## src/rtl/conv_encoder_axis.sv

```systemverilog
// Streaming convolutional encoder, one info bit in / one coded symbol out per cycle.
// Define ENDEC_ZERO_TAIL_EN to append K-1 zero tail bits that return the trellis to state 0.
module conv_encoder_axis #(
    parameter int MAX_K    = 9,
    parameter int MAX_RATE = 3,
    parameter int KW       = $clog2(MAX_K + 1)
) (
    input  logic                      sys_clk,
    input  logic                      rst_n,
    input  logic                      i_start,
    input  logic                      i_code_rate,
    input  logic [KW-1:0]             i_constr_len,
    input  logic [MAX_K*MAX_RATE-1:0] i_gen_poly_flat,
    input  logic                      s_tdata,
    input  logic                      s_tvalid,
    input  logic                      s_tlast,
    output logic                      s_tready,
    output logic [MAX_RATE-1:0]       m_tdata,
    output logic                      m_tvalid,
    output logic                      m_tlast,
    input  logic                      m_tready,
    output logic                      o_busy,
    output logic                      o_done,
    output logic                      o_cfg_err
);

    typedef enum logic [1:0] {
        S_IDLE  = 2'd0,
        S_RUN   = 2'd1,
`ifdef ENDEC_ZERO_TAIL_EN
        S_TAIL  = 2'd2,
`endif
        S_DRAIN = 2'd3
    } state_e;

    typedef logic [MAX_RATE-1:0][MAX_K-1:0] poly_t;

    // Lanes 0 and 1 are always used; lane 2 only at rate 1/3.
    function automatic logic lane_on(input int j, input logic rate);
        return (j < 2) || (rate && (j == 2));
    endfunction

    state_e                 state_q, state_d;
    poly_t                  poly_q, poly_d;
    logic [MAX_K-2:0]       sr_q, sr_d;
    logic [MAX_RATE-1:0]    mdata_q, mdata_d;
    logic                   mvalid_q, mvalid_d;
    logic                   mlast_q, mlast_d;
    logic                   done_q, done_d;
    logic                   cerr_q, cerr_d;
`ifdef ENDEC_ZERO_TAIL_EN
    logic [KW-1:0]          k_q, k_d;
    logic [KW-1:0]          cnt_q, cnt_d;
`endif

    logic                   free;
    logic                   load;
    logic                   in_bit;
    logic                   last_sym;
    logic                   bad;
    logic [MAX_K-1:0]       kmask;
    logic [MAX_K-1:0]       pj;
    logic [MAX_K-1:0]       win;
    poly_t                  newpoly;

    // The single-entry output register can take a new symbol when empty or draining.
    assign free      = !mvalid_q || m_tready;
    assign s_tready  = (state_q == S_RUN) && free;
    assign m_tdata   = mdata_q;
    assign m_tvalid  = mvalid_q;
    assign m_tlast   = mlast_q;
    assign o_busy    = (state_q != S_IDLE);
    assign o_done    = done_q;
    assign o_cfg_err = cerr_q;

    // Next-state, config validation and symbol computation.
    always_comb begin
        state_d  = state_q;
        poly_d   = poly_q;
        sr_d     = sr_q;
        mdata_d  = mdata_q;
        mvalid_d = mvalid_q;
        mlast_d  = mlast_q;
        done_d   = 1'b0;
        cerr_d   = 1'b0;
`ifdef ENDEC_ZERO_TAIL_EN
        k_d      = k_q;
        cnt_d    = cnt_q;
`endif
        load     = 1'b0;
        in_bit   = 1'b0;
        last_sym = 1'b0;
        bad      = 1'b0;
        kmask    = '0;
        pj       = '0;
        win      = '0;
        newpoly  = '0;

        // A consumed symbol empties the register unless refilled below.
        if (mvalid_q && m_tready) begin
            mvalid_d = 1'b0;
            mdata_d  = '0;
            mlast_d  = 1'b0;
        end

        for (int i = 0; i < MAX_K; i++) begin
            kmask[i] = (i < int'(i_constr_len));
        end
        if ((i_constr_len < KW'(3)) || (i_constr_len > KW'(MAX_K))) begin
            bad = 1'b1;
        end
        for (int j = 0; j < MAX_RATE; j++) begin
            pj = i_gen_poly_flat[j*MAX_K +: MAX_K] & kmask;
            if (lane_on(j, i_code_rate)) begin
                newpoly[j] = pj;
                if (pj == '0) begin
                    bad = 1'b1;
                end
            end
        end

        unique case (state_q)
            S_IDLE: begin
                if (i_start) begin
                    if (bad) begin
                        cerr_d = 1'b1;
                    end else begin
                        poly_d  = newpoly;
                        sr_d    = '0;
                        state_d = S_RUN;
`ifdef ENDEC_ZERO_TAIL_EN
                        k_d     = i_constr_len;
`endif
                    end
                end
            end
            S_RUN: begin
                if (s_tvalid && free) begin
                    load   = 1'b1;
                    in_bit = s_tdata;
                    if (s_tlast) begin
`ifdef ENDEC_ZERO_TAIL_EN
                        cnt_d   = k_q - KW'(1);
                        state_d = S_TAIL;
`else
                        last_sym = 1'b1;
                        state_d  = S_DRAIN;
`endif
                    end
                end
            end
`ifdef ENDEC_ZERO_TAIL_EN
            S_TAIL: begin
                if (free) begin
                    load     = 1'b1;
                    in_bit   = 1'b0;
                    last_sym = (cnt_q == KW'(1));
                    cnt_d    = cnt_q - KW'(1);
                    if (cnt_q == KW'(1)) begin
                        state_d = S_DRAIN;
                    end
                end
            end
`endif
            S_DRAIN: begin
                if (mvalid_q && m_tready && mlast_q) begin
                    done_d  = 1'b1;
                    state_d = S_IDLE;
                end
            end
            default: begin
                state_d = S_IDLE;
            end
        endcase

        // Latched polys are already K-masked and zero on unused lanes.
        if (load) begin
            win = {sr_q, in_bit};
            for (int j = 0; j < MAX_RATE; j++) begin
                mdata_d[j] = ^(poly_q[j] & win);
            end
            mlast_d  = last_sym;
            mvalid_d = 1'b1;
            sr_d     = {sr_q[MAX_K-3:0], in_bit};
        end
    end

    // State and output registers; reset aborts any frame silently.
    always_ff @(posedge sys_clk or negedge rst_n) begin
        if (!rst_n) begin
            state_q  <= S_IDLE;
            poly_q   <= '0;
            sr_q     <= '0;
            mdata_q  <= '0;
            mvalid_q <= 1'b0;
            mlast_q  <= 1'b0;
            done_q   <= 1'b0;
            cerr_q   <= 1'b0;
`ifdef ENDEC_ZERO_TAIL_EN
            k_q      <= '0;
            cnt_q    <= '0;
`endif
        end else begin
            state_q  <= state_d;
            poly_q   <= poly_d;
            sr_q     <= sr_d;
            mdata_q  <= mdata_d;
            mvalid_q <= mvalid_d;
            mlast_q  <= mlast_d;
            done_q   <= done_d;
            cerr_q   <= cerr_d;
`ifdef ENDEC_ZERO_TAIL_EN
            k_q      <= k_d;
            cnt_q    <= cnt_d;
`endif
        end
    end

endmodule

```

## config.mk

```make
export PLATFORM = sky130hd
export DESIGN_NAME = conv_encoder_axis
export DESIGN_NICKNAME = d
export VERILOG_FILES = /design/src/rtl/conv_encoder_axis.sv
export SDC_FILE = /design/constraint.sdc
export NUM_CORES = 1
export LEC_CHECK = 0
export CAP_MARGIN = 5
export CORE_ASPECT_RATIO = 2
export CORE_MARGIN = 1.5
export CORE_UTILIZATION = 35
export DETAILED_ROUTE_END_ITERATION = 16
export PLACE_DENSITY_LB_ADDON = 0.1
export SLEW_MARGIN = 5
export SYNTH_ARGS = -nofsm -noshare
export SYNTH_HDL_FRONTEND = slang
export SYNTH_SLANG_ARGS = --single-unit
```

## constraint.sdc

```tcl
create_clock -name sys_clk -period 2.2 [get_ports sys_clk]
set_clock_uncertainty 0.1 [all_clocks]
set_input_delay 0.44 -clock sys_clk [delete_from_list [all_inputs] [get_ports sys_clk]]
set_output_delay 0.44 -clock sys_clk [all_outputs]
set_load 0.02 [all_outputs]
```

==> metrics.cfg <==
[run_status]
status=complete, no violations

[worst_setup_path]
worstPathMaxFanout=8
crit_arrival_ns=2.23
crit_slowest_cell=nor4_4
critPathMaxStageDelay_ns=0.33
crit_chain=buf_4 > buf_6 > a211oi_1 > a211oi_2 > nor4_2 > buf_4 > nor4_4 > buf_4 > buf_12 > mux2_2
worstSetupEndpoint=poly_q[26]$_DFFE_PN0P_
reg2reg_slack_ns=0.22
critical_path.startpoint=i_constr_len[3]
crit_type=input port to flop
reg2reg_depth=5
r2r-end=poly_q[26]$_DFFE_PN0P_
crit_top_cell=buf_4
end_kind=flop
r2r_start=state_q[0]$_DFFE_PN0P_
startpoint_type=input port
worstPathRequired_ns=2.27

[sta]
setup_viol=0
fin_ws_ns=0.0386
period_needed_ns=2.16
fin_crit_sh_pct=98.2
tightestPinTransition_ns=0.485
max_clock_freq_ghz=0.463
timing.hold.ws_ns=0.00961
slew_viol_final=0
maxSlewHeadroom_pct=67.4
hold_violations=0

[route]
drcViolationCount=0
via_per_inst=5.00
routed_wl_um=7660
num_vias=2407
ant_nets=0
avgRoutedWirePerCell_um=15.9
dr.pass1.iters=4
drtIter0Drc=72

[die]
core_um2=7160
io_pins=48
die-height_um=124
core.rowCount=44
initial_utilization_pct=35.9
dieArea_um2=7890
die_w_um=63.5

[placement]
placedInstanceArea_um2=3580
place_ws_ns=-0.648
dp_cells=464
io_buffers=47
dp_hpwl_um=5890
gp_congestion=0.851

[synthesis]
synthArstFlopShare_pct=100
synth_nets=321
ys_ff_latch=44
ys_seq_area_share_pct=42.9
yosysWarnings=0
synth-edff-count=0
ys_types=45
yosysTopAreaCell=dfrtp_1
synth_area_um2=2570
synth_area_leaders=dfrtp_1 (43%), nand2_1 (10%), mux2i_1 (5.5%)
synthFlopType=dfrtp_1
syn_inst=282
avgSynthCellArea_um2=9.10
synth_top_area_share_pct=42.9

[power_and_ir_drop]
power_density_nw_per_um2=985
max-vdd-ir-drop_v=0.000494
leakagePower_nw=1.86
fin_total_pwr_mw=3.95

[hold_path]
hp-class=input port to asynchronous set/reset pin

[final_layout]
drive_gt1_share_pct=29.8
antennaDiodeCount=0
design_area_um2=4010
layout.cells.non_filler=481
nets=428
area_growth_pct=56.2
nFillCells=665

[clock_tree]
clock_latency_ns=0.28
path_clk_slew_ns=0.06
cts_buffers=5
h-tree-depth=2
cts_tree=built
cts_root_buffer=clkbuf_16
clockBufferDepth=2
cts.sinks=44

[global_routing]
grt_pass1_wl_um=12200
grt_pass1_vias=2483
grt_max_degree=21
track_usage_pct=20.5
antenna_found_initial=0
gr-total-overflow=0

[flow_run]
maxCapViolations=0

[worst max-delay path, delay by kind of cell]
family                 cells  cell delay, ns
multiplexers               1            0.33
buffers and inverters      5            0.77
AND/OR/NAND/NOR            2            0.39
AO/OA/AOI/OAI              2            0.31
[final cells by class]
cell class | count | area [um^2] | area share [%]
clock buffer | 5 | 125 | 3.12
clock inverter | 2 | 60.1 | 1.50
inverter | 17 | 63.8 | 1.59
multi-input combinational | 210 | 1500 | 37.5
sequential | 44 | 1100 | 27.5
tap | 92 | 115 | 2.87
timing repair buffer | 111 | 1040 | 25.9
[layout by cell type (no fill, tap or decap), types with 3 or more instances in the layout]
master	netlist	final
nand2_1	71	71
buf_4	1	53
dfrtp_1	44	44
dlygate4sd2_1	0	19
inv_1	17	17
xnor2_1	15	15
clkdlybuf4s50_1	0	15
mux2i_1	14	13
nor2_1	13	11
o21ai_0	16	10
mux2_4	0	9
buf_6	1	8
and3_1	7	7
nand3_1	6	6
a21oi_1	5	5
nor3_1	8	5
clkbuf_16	0	5
nor2b_1	4	4
mux2_2	5	4
buf_12	0	4
o21ai_1	0	3
a211oi_2	0	3
o21ai_2	0	3
xor2_1	3	3
xnor3_1	3	3
clkbuf_2	0	3
clkdlybuf4s15_1	0	3
[where the power goes]
group / total [mW] / internal, mW / switching, mW
clock network: 0.941 / 0.644 / 0.297
registers: 1.46 / 1.15 / 0.308
logic: 1.55 / 0.852 / 0.696
total: 3.95 / 2.65 / 1.30
[per-stage QoR]
step | utilization [%] | TNS, ns
2_1_floorplan | - | -0.410
3_3_place_gp | 50.0 | -19.67
3_5_place_dp | 50.0 | -21.27
4_1_cts | 54.8 | 0
5_1_grt | 56.0 | -0.00754
6_report | 56.0 | 0
[kinds of logic (layout without fill, tap and decap cells)]
family	Yosys count	in the layout	synth area share, %
and+or+nand+nor	123	123	22.3
AOI/OAI and AO/OA	38	38	9.66
DFF	44	44	42.9
adders and majority gates	1	1	0.390
buffers and inverters	28	135	4.83
muxes	27	27	11.2
xor gates and xnor gates	21	21	8.78
[flip-flops by register name (all words and copies together) (netlist names)]
signal     flops
m_tdata        3
m_tlast        1
m_tvalid       1
o_cfg_err      1
o_done         1
poly_q        27
sr_q           8
state_q        2
[how the worst min path moves through the flow]
stage	startpoint	cells past startpoint	slack, ns	to
2_1_floorplan	rst_n	0	0.04	m_tdata[0]$_DFFE_PN0P_
3_3_place_gp	rst_n	1	0.32	poly_q[9]$_DFFE_PN0P_
3_5_place_dp	rst_n	1	0.32	poly_q[9]$_DFFE_PN0P_
4_1_cts	rst_n	1	0.01	poly_q[15]$_DFFE_PN0P_
5_1_grt	rst_n	1	0.03	poly_q[15]$_DFFE_PN0P_
6_report	rst_n	1	0.01	poly_q[9]$_DFFE_PN0P_
[cell usage after synthesis (4+ instances only)]
cell type / n
nor2b_1: 4
o21ai_0: 16
mux2_2: 5
dfrtp_1: 44
and3_1: 7
a211oi_1: 5
xnor2_1: 15
nand2_1: 71
nand3_1: 6
nor2_1: 13
buf_2: 6
mux2i_1: 14
nor3_1: 8
mux2_1: 8
inv_1: 17
a21oi_1: 5
[metal layers]
metal / part of all wire (%) / wire length [um] / up-vias / GRT usage (%)
li1: - / - / 1167 / -
met5: 0 / 0 / - / 0
met2: 55 / 4210 / 57 / 38.2
met3: 2.2 / 171 / 20 / 2.26
met4: 4.0 / 308 / 0 / 10.3
met1: 39 / 2970 / 1163 / 22.6
[repair_timing]
item                                    4_1_cts  5_1_grt
setup buffers                                 8        2
resized for setup                            69       32
hold buffers                                  0        0
pin swaps                                    17       13
gates cloned                                  2        0
endpoints found under the setup margin       38       27
Note: power is estimated with default switching activity, not from simulation.
